## config.mk

```make
export PLATFORM = sky130hd
export DESIGN_NAME = fifo_share_ctrl
export DESIGN_NICKNAME = d
export VERILOG_FILES = /design/src/rtl/fifo_share_pkg.sv /design/src/rtl/fifo_ram_dp.sv /design/src/rtl/fifo_share_ctrl.sv
export SDC_FILE = /design/constraint.sdc
export NUM_CORES = 1
export LEC_CHECK = 0
export CORE_UTILIZATION = 56
export CTS_BUF_LIST = sky130_fd_sc_hd__clkbuf_2
export DETAILED_ROUTE_END_ITERATION = 8
export GPL_TIMING_DRIVEN = 0
export PLACE_DENSITY = 0.86
export REMOVE_ABC_BUFFERS = 1
export SLEW_MARGIN = 15
export SYNTH_ARGS = -nofsm -noshare
export SYNTH_HDL_FRONTEND = slang
export SYNTH_SLANG_ARGS = --single-unit
```

## constraint.sdc

```tcl
create_clock -name clk -period 4.4 [get_ports clk]
set_input_delay 0.88 -clock clk [delete_from_list [all_inputs] [get_ports clk]]
set_output_delay 0.88 -clock clk [all_outputs]
set_load 0.05 [all_outputs]
```

## src/rtl/fifo_share_pkg.sv

```systemverilog
// Shared definitions for the shared-FIFO controller: default sizes and read-FSM states.
package fifo_share_pkg;

  localparam int unsigned DefDataW = 16;
  localparam int unsigned DefDepth = 16;

  // RdEmpty: output register empty; RdFetch: RAM read in flight; RdHold: output word presented
  typedef enum logic [1:0] {
    RdEmpty = 2'd0,
    RdFetch = 2'd1,
    RdHold  = 2'd2
  } rd_state_e;

endpackage

```

## src/rtl/fifo_ram_dp.sv

```systemverilog
// Simple dual-port RAM: one write port, one read port with registered read data.
// Storage is not reset; contents are only meaningful once written.
module fifo_ram_dp
  import fifo_share_pkg::*;
#(
  parameter int unsigned Depth = DefDepth,
  parameter int unsigned DataW = DefDataW
) (
  input  logic                     clk_i,
  input  logic                     wr_en_i,
  input  logic [$clog2(Depth)-1:0] wr_addr_i,
  input  logic [DataW-1:0]         wr_data_i,
  input  logic                     rd_en_i,
  input  logic [$clog2(Depth)-1:0] rd_addr_i,
  output logic [DataW-1:0]         rd_data_o
);

  logic [DataW-1:0] mem_q [Depth];
  logic [DataW-1:0] rd_data_d, rd_data_q;

  // Read data only updates when a read is issued, so the last fetched word stays put
  always_comb begin
    rd_data_d = rd_data_q;
    if (rd_en_i) begin
      rd_data_d = mem_q[rd_addr_i];
    end
  end

  // Storage array and read register, no reset
  always_ff @(posedge clk_i) begin
    if (wr_en_i) begin
      mem_q[wr_addr_i] <= wr_data_i;
    end
    rd_data_q <= rd_data_d;
  end

  assign rd_data_o = rd_data_q;

endmodule

```

## src/rtl/fifo_share_ctrl.sv

```systemverilog
// Shared-FIFO controller: round-robin arbitration with a burst cap over NUM_REQ producers,
// a DEPTH-entry RAM buffer and a valid/ready output register drained by a small read FSM.
module fifo_share_ctrl
  import fifo_share_pkg::*;
#(
  parameter int unsigned NUM_REQ   = 2,
  parameter int unsigned DATA_W    = DefDataW,
  parameter int unsigned DEPTH     = DefDepth,
  parameter int unsigned BURST_MAX = 4
) (
  input  logic                        clk,
  input  logic                        rst_n,
  input  logic [NUM_REQ-1:0]          req_valid,
  input  logic [NUM_REQ*DATA_W-1:0]   req_data,
  output logic [NUM_REQ-1:0]          req_ready,
  output logic                        out_valid,
  output logic [DATA_W-1:0]           out_data,
  input  logic                        out_ready,
  output logic [$clog2(DEPTH):0]      level,
  output logic                        full,
  output logic                        empty
);

  localparam int unsigned AW = $clog2(DEPTH);
  localparam int unsigned LW = AW + 1;
  localparam int unsigned GW = $clog2(NUM_REQ);
  localparam int unsigned BW = $clog2(BURST_MAX + 1);

  logic [GW-1:0]     gnt_q, gnt_d;
  logic [BW-1:0]     burst_q, burst_d;
  logic [AW-1:0]     wr_ptr_q, wr_ptr_d;
  logic [AW-1:0]     rd_ptr_q, rd_ptr_d;
  logic [LW-1:0]     level_q, level_d;
  rd_state_e         rd_state_q, rd_state_d;
  logic              out_valid_q, out_valid_d;
  logic [DATA_W-1:0] out_data_q, out_data_d;

  logic [NUM_REQ-1:0] gnt_oh;
  logic [GW-1:0]      gnt_idx;
  logic [GW-1:0]      scan_g;
  logic               gnt_found;
  logic               others_valid;
  logic               wr_en;
  logic [DATA_W-1:0]  wr_data;
  logic               rd_issue;
  logic [DATA_W-1:0]  ram_rdata;

  assign full  = (level_q == LW'(DEPTH));
  assign empty = (level_q == '0);

  // Arbiter: holder keeps the grant within its burst budget, else round-robin from holder+1.
  // A zero burst counter means no tenure yet, which lets producer 0 win first after reset.
  always_comb begin
    gnt_oh       = '0;
    gnt_idx      = gnt_q;
    gnt_found    = 1'b0;
    scan_g       = '0;
    others_valid = |(req_valid & ~(NUM_REQ'(1) << gnt_q));
    if (!full) begin
      if ((burst_q != '0) && req_valid[gnt_q] &&
          ((burst_q < BW'(BURST_MAX)) || !others_valid)) begin
        gnt_found = 1'b1;
      end else begin
        for (int unsigned k = 1; k <= NUM_REQ; k++) begin
          scan_g = GW'((32'(gnt_q) + k) % NUM_REQ);
          if (!gnt_found && req_valid[scan_g]) begin
            gnt_found = 1'b1;
            gnt_idx   = scan_g;
          end
        end
      end
    end
    if (gnt_found) begin
      gnt_oh[gnt_idx] = 1'b1;
    end
  end

  // Reset also forces ready low so nothing looks accepted while the block is held in reset
  assign req_ready = rst_n ? gnt_oh : '0;
  assign wr_en     = |req_ready;

  // Select the granted producer's word
  always_comb begin
    wr_data = '0;
    for (int unsigned i = 0; i < NUM_REQ; i++) begin
      if (gnt_idx == GW'(i)) begin
        wr_data = req_data[i*DATA_W +: DATA_W];
      end
    end
  end

  // Write side: pointer advance, grant holder and burst counter update on accept
  always_comb begin
    wr_ptr_d = wr_ptr_q;
    gnt_d    = gnt_q;
    burst_d  = burst_q;
    if (wr_en) begin
      wr_ptr_d = wr_ptr_q + AW'(1);
      gnt_d    = gnt_idx;
      if (gnt_idx != gnt_q) begin
        burst_d = BW'(1);
      end else if (burst_q < BW'(BURST_MAX)) begin
        burst_d = burst_q + BW'(1);
      end
    end
  end

  // Read FSM: fetch from RAM into the output register, one word per two cycles at best
  always_comb begin
    rd_state_d  = rd_state_q;
    out_valid_d = out_valid_q;
    out_data_d  = out_data_q;
    rd_issue    = 1'b0;
    unique case (rd_state_q)
      RdEmpty: begin
        if (!empty) begin
          rd_issue   = 1'b1;
          rd_state_d = RdFetch;
        end
      end
      RdFetch: begin
        out_data_d  = ram_rdata;
        out_valid_d = 1'b1;
        rd_state_d  = RdHold;
      end
      RdHold: begin
        if (out_ready) begin
          out_valid_d = 1'b0;
          if (!empty) begin
            rd_issue   = 1'b1;
            rd_state_d = RdFetch;
          end else begin
            rd_state_d = RdEmpty;
          end
        end
      end
      default: rd_state_d = RdEmpty;
    endcase
  end

  // Read pointer and occupancy bookkeeping
  always_comb begin
    rd_ptr_d = rd_issue ? rd_ptr_q + AW'(1) : rd_ptr_q;
    unique case ({wr_en, rd_issue})
      2'b10:   level_d = level_q + LW'(1);
      2'b01:   level_d = level_q - LW'(1);
      default: level_d = level_q;
    endcase
  end

  // State registers
  always_ff @(posedge clk or negedge rst_n) begin
    if (!rst_n) begin
      gnt_q       <= GW'(NUM_REQ - 1);
      burst_q     <= '0;
      wr_ptr_q    <= '0;
      rd_ptr_q    <= '0;
      level_q     <= '0;
      rd_state_q  <= RdEmpty;
      out_valid_q <= 1'b0;
      out_data_q  <= '0;
    end else begin
      gnt_q       <= gnt_d;
      burst_q     <= burst_d;
      wr_ptr_q    <= wr_ptr_d;
      rd_ptr_q    <= rd_ptr_d;
      level_q     <= level_d;
      rd_state_q  <= rd_state_d;
      out_valid_q <= out_valid_d;
      out_data_q  <= out_data_d;
    end
  end

  fifo_ram_dp #(
    .Depth (DEPTH),
    .DataW (DATA_W)
  ) u_ram (
    .clk_i     (clk),
    .wr_en_i   (wr_en),
    .wr_addr_i (wr_ptr_q),
    .wr_data_i (wr_data),
    .rd_en_i   (rd_issue),
    .rd_addr_i (rd_ptr_q),
    .rd_data_o (ram_rdata)
  );

  assign out_valid = out_valid_q;
  assign out_data  = out_data_q;
  assign level     = level_q;

endmodule

```

# Word-level counts from Yosys, hierarchy flattened
# Memories as Yosys holds them, arrays and structs flattened. A register that Yosys moved wholly into a read port is not among the register bits.
# Cells that the tools add are included.
# word_totals
ram_bits	256
mem_count	1
out_inout_bits	26
register_bits	36
# classes
n_reduce_logical	18
n_eq_ne	8
order_cmp	6
n_addsub	7
shifts	1
n_mux	35
n_bitwise	2
# mem_list
memory	depth	word_bits	read_ports	rd_ports_with_merged_regs	wr	line	text
u_ram.mem_q	16	16	1	1	1	fifo_ram_dp.sv:18	logic [DataW-1:0] mem_q [Depth];
# ops
cell	n
two-way mux 1 bit	23
two-way mux 16 bit	1
one-hot mux 5 bit (2 select lines)	1
adder 4 x 1 -> 4 bit, second input constant	2
less-than comparator 1 x 2 -> 1 bit, second input constant	4
two-way mux 2 bit	4
two-way mux 3 bit	2
one-hot mux 2 bit (3 select lines)	1
AND reduction 2 bit	3
nonzero test 2 bit	3
adder 5 x 1 -> 5 bit, second input constant	1
equality test 5 bit, second input constant	1
logical NOT 5 bit	1
subtractor 5 x 1 -> 5 bit, second input constant	1
equality test 2 x 1 -> 1 bit, second input constant	2
equality test 2 bit, second input constant	2
logical AND 1 bit	4
!= test 2 bit, second input constant	2
one-hot mux 1 bit (2 select lines)	2
OR reduction 2 bit	2
adder 3 x 1 -> 3 bit, second input constant	1
less-than comparator 3 bit, second input constant	1
nonzero test 3 bit	1
adder 1 bit, second input constant	2
other kinds (9)	10

# Longest topological paths before layout
# depth
word_depth	23
mapped_depth	13
mapped_depth_nobuf	10

# Modules after synthesis
# Synthesis repeated with hierarchy kept, for this count alone.
# unflattened
hier_cells	587
area_unflattened_um2	12132.9
# modules_own_cells
mod	area_per_inst_um2	seq_area_each_um2	cells_per_inst	instances
fifo_ram_dp	10203.5	8167.8	432	1
fifo_share_ctrl	1929.4	902.1	155	1

# Least setup slack after synthesis
# No wires, ideal clock.
# synth_path
path_type	register to register
start	reg level_q[1] (netlist: level[1])
end	reg level_q[4] (netlist: level[4])
arrival_ns	4.526
period_less_slack_ns	4.606
n_path_buf	2
stages_incl_launch_ff	12
setup_slack_ns	-0.206
cell_sequence	dfrtp_1 > buf_4 > nor4_4 > a221oi_1 > ha_1 > clkbuf_1 > xor2_1 > ha_1 > a21boi_0 > o32ai_1 > nor4b_1 > xnor2_1
# synth_between
elab_cells_between_ends	21
classes_between	add/sub (2); order compare (2); eq/ne (3); mux (10); reduce/logical (4)
# synth_rtl
element	line	text
start, declared	fifo_share_ctrl.sv:33	logic [LW-1:0] level_q, level_d;
start signal, assigned	fifo_share_ctrl.sv:167	level_q <= level_d;
logical NOT 5 bit (*)	fifo_share_ctrl.sv:49	assign empty = (level_q == '0);
two-way mux 1 bit (*)	fifo_share_ctrl.sv:116, fifo_share_ctrl.sv:129	
two-way mux 1 bit	fifo_share_ctrl.sv:127	if (out_ready) begin
one-hot mux 1 bit (2 select lines) (*)	fifo_share_ctrl.sv:114	unique case (rd_state_q)
net rd_issue	fifo_share_ctrl.sv:45	logic rd_issue;
equality test 2 x 1 -> 1 bit / equality test 2 bit (equally long branches)	fifo_share_ctrl.sv:144	unique case ({wr_en, rd_issue})
one-hot mux 5 bit (2 select lines) / nonzero test 2 bit (equally long branches)	--	
# The timed path passes the listed nets; every way through them passes the cells marked *.
# A chain may end at the register's enable or synchronous reset.

# Worst setup path in the final report
# layout_path
start	in rst_n
end	out req_ready[0]
# layout_between
elab_chain_len	1
# layout_lines
element	line	text
start, declared	fifo_share_ctrl.sv:12	input logic rst_n,
two-way mux 2 bit	fifo_share_ctrl.sv:79	assign req_ready = rst_n ? gnt_oh : '0;
end, declared	fifo_share_ctrl.sv:15	output logic [NUM_REQ-1:0] req_ready,
# Every way passes these cells.

==> metrics.txt <==
status=complete, no violations; grt ovf=0; DR iter-0 viols=552; Slew HR=0.212; Critical Path Fanout Max=16; Final Setup Violations=0; async set-reset flop share out of synthesis=0.117; Post-DP HPWL=14.0 mm; most numerous cell in the Yosys netlist=edfxtp_1; first-pass GRT wire length=36.7 mm; Critical Setup Path Class=primary input to primary output; Initial Util=0.579; Setup crit start kind=primary input; synth cell count leaders=edfxtp_1 (272), mux4_2 (80), dfrtp_1 (35); Die H=150 um; Hold Vio Cnt, Final=0; DRT antenna net count=0; Final Cycle Share=0.957; pin count of the biggest net entering global routing=54; DRT Pass-1 Iters=5; Final GP Congestion=0.767; port buffer count=62; Cell Rows=53; worst path required time=3.52 ns; Synth cell types=45; actual slew at the worst max-slew pin=1.18 ns; CTS tree=built; fraction of layout cells with a size suffix above 1=0.336; RSZ-0062 raised after global routing=no; area share of the largest cell type after synthesis=0.663; FILL cells=1345; gr usage total=0.229; Layout Nets=742; H-tree depth=3; Cell Area, Synth=12300 sq um; MaxCap Viol Count=0; Reg clk slew, reported paths=0.10 ns; PostCTS Resize Cnt=0; Worst R2R Setup Slack=1.00 ns; Seq/Total Area, Yosys=0.736; setup bufs post-CTS=0; area delta synth->final=13.9%; Top FF cell, synth=edfxtp_1; Yosys reg bits=308; power per cell area=668 nW/um^2; Worst setup EP type=primary output; Worst VDD drop=0.000296 V; Hold Path Class=flip-flop to flip-flop; number of synthesized flops with an enable pin=272; Leak=4.86 nW; final instance count without filler cells=1026; Synth warnings=0; Post-Syn Area per Cell=21.4 sq um; Final Slew Violations=0; Core Footprint=21300 sq um; DIE WIDTH=150 um; routed vias=6151; Routed WL=24.4 mm; CTS sink cnt=308; ranking of synthesized cells by area=edfxtp_1 (66%), mux4_2 (15%), dfrtp_1 (7.1%), mux2_2 (2.2%), mux2_4 (1.2%); synthesized instance count=575; FMAX=0.238 GHz; initial antenna violation count=1; DR WL/cell=23.7 um; leading area contributor after synthesis=edfxtp_1; setup TNS=0 ns; CTS root buf=clkbuf_2; Final Skew=0.0355 ns; Post-Place Cells=892; clock buffer depth=3; CTS Buf Count=73; CP Data Arrival Time=3.33 ns; worst setup margin=0.190 ns; vias per cell=6.00; vias in the first global route=6514; Placement Setup Slack=0.275 ns; I/O pin total=63; fin crit period=4.21 ns; die area=22600 sq um; # DRC=0; Clk Latency, worst-skew pair=0.82 ns
-- worst paths after layout --
kind,startpoint,to,depth (start not counted)
max reg2reg,level[4]$_DFFE_PN0P_,level[4]$_DFFE_PN0P_,9
max,rst_n,req_ready[0],7
min reg2reg,u_ram.rd_data_o[3]$_DFFE_PP_,out_data[3]$_DFFE_PN0P_,1
max in group asynchronous,rst_n,rd_ptr_q[1]$_DFFE_PN0P_,3
min in group asynchronous,rst_n,out_data[9]$_DFFE_PN0P_,2
min,u_ram.rd_data_o[3]$_DFFE_PP_,out_data[3]$_DFFE_PN0P_,1
-- final cells by class --
type                       instances  area [sq um]  area share
inverter                          12          45.0     0.00321
tap                              275           344      0.0245
timing repair buffer              73           773      0.0551
clock buffer                     105           526      0.0374
clock inverter                    26           184      0.0131
antenna                            1          2.50    0.000178
multi-input combinational        226          3090       0.220
sequential                       308          9080       0.646
-- flip-flops by register name, indices dropped and copies added (netlist names) --
name,count
u_ram.mem_q,256
out_data,16
u_ram.rd_data_o,16
level,5
rd_ptr_q,4
wr_ptr_q,4
burst_q,3
rd_state_q,2
gnt_q,1
out_valid,1
-- per-stage QoR --
step | hold WS [ns] | area (sq um) | util | power [W]
4_1_cts | 0.484 | 14000 | 0.659 | 0.00946
3_3_place_gp | 0.458 | 13100 | 0.617 | 0.00741
3_5_place_dp | 0.466 | 13300 | 0.625 | 0.00756
6_report | 0.485 | 14000 | 0.660 | 0.00938
2_1_floorplan | 0.454 | 12200 | - | 0.00659
5_1_grt | 0.486 | 14000 | 0.660 | 0.00983
-- worst max-delay path, stage by stage --
cell             delay, ns
dlygate4sd3_1         0.52
buf_2                 0.41
inv_1                 0.16
a21oi_1               0.30
nand2_1               0.09
a21oi_1               0.15
clkdlybuf4s50_1       0.82
-- per-layer routing --
layer  up-vias  track usage  routed length, um
li1       2662            -                  -
met3        44       0.0533               1570
met1      3175        0.282               9340
met5         -            0                  0
met4         0       0.0894                414
met2       270        0.393              13000
-- kinds of logic (layout without fill, tap and decap cells) --
family | after synthesis | after routing | synth area share
flip-flops | 308 | 308 | 0.736
XOR/XNOR | 12 | 12 | 0.00853
other | 0 | 1 | 0
adder cells (fa/ha/maj) | 11 | 11 | 0.0112
buffers and inverters | 41 | 216 | 0.0160
AND/OR/NAND/NOR | 59 | 59 | 0.0308
AO/OA/AOI/OAI | 26 | 26 | 0.0142
multiplexers | 118 | 118 | 0.184
-- report_power, final --
group | switching [W] | internal, W | leakage (nW) | total [W]
clock network | 0.00108 | 0.000819 | 0.523 | 0.00189
logic | 0.00162 | 0.00152 | 1.45 | 0.00314
registers | 0.000445 | 0.00391 | 2.88 | 0.00435
-- timing repair --
item,CTS,global route
endpoints found under the setup margin,0,0
endpoints found under the hold margin,13,0
hold buffers,1,0
-- placed cells by master (no fill, tap or decap), drive strengths merged, types with 2 or more instances in the layout --
cell type,n
nor2b,5
o21ai,5
nor3,4
buf,11
a221oi,3
mux4,80
nor3b,3
edfxtp,272
nor4,2
inv,13
a21oi,9
a311oi,2
mux2i,4
nand3,2
xnor2,8
mux2,34
dfrtp,35
nor4bb,2
clkdlybuf4s50,61
ha,11
bufinv,3
and3,15
nand4,2
nand2b,3
clkinv,21
xor2,4
and2,3
nand2,8
nor2,5
clkbuf,105
nor4b,2
Note: power is estimated with default switching activity, not from simulation.
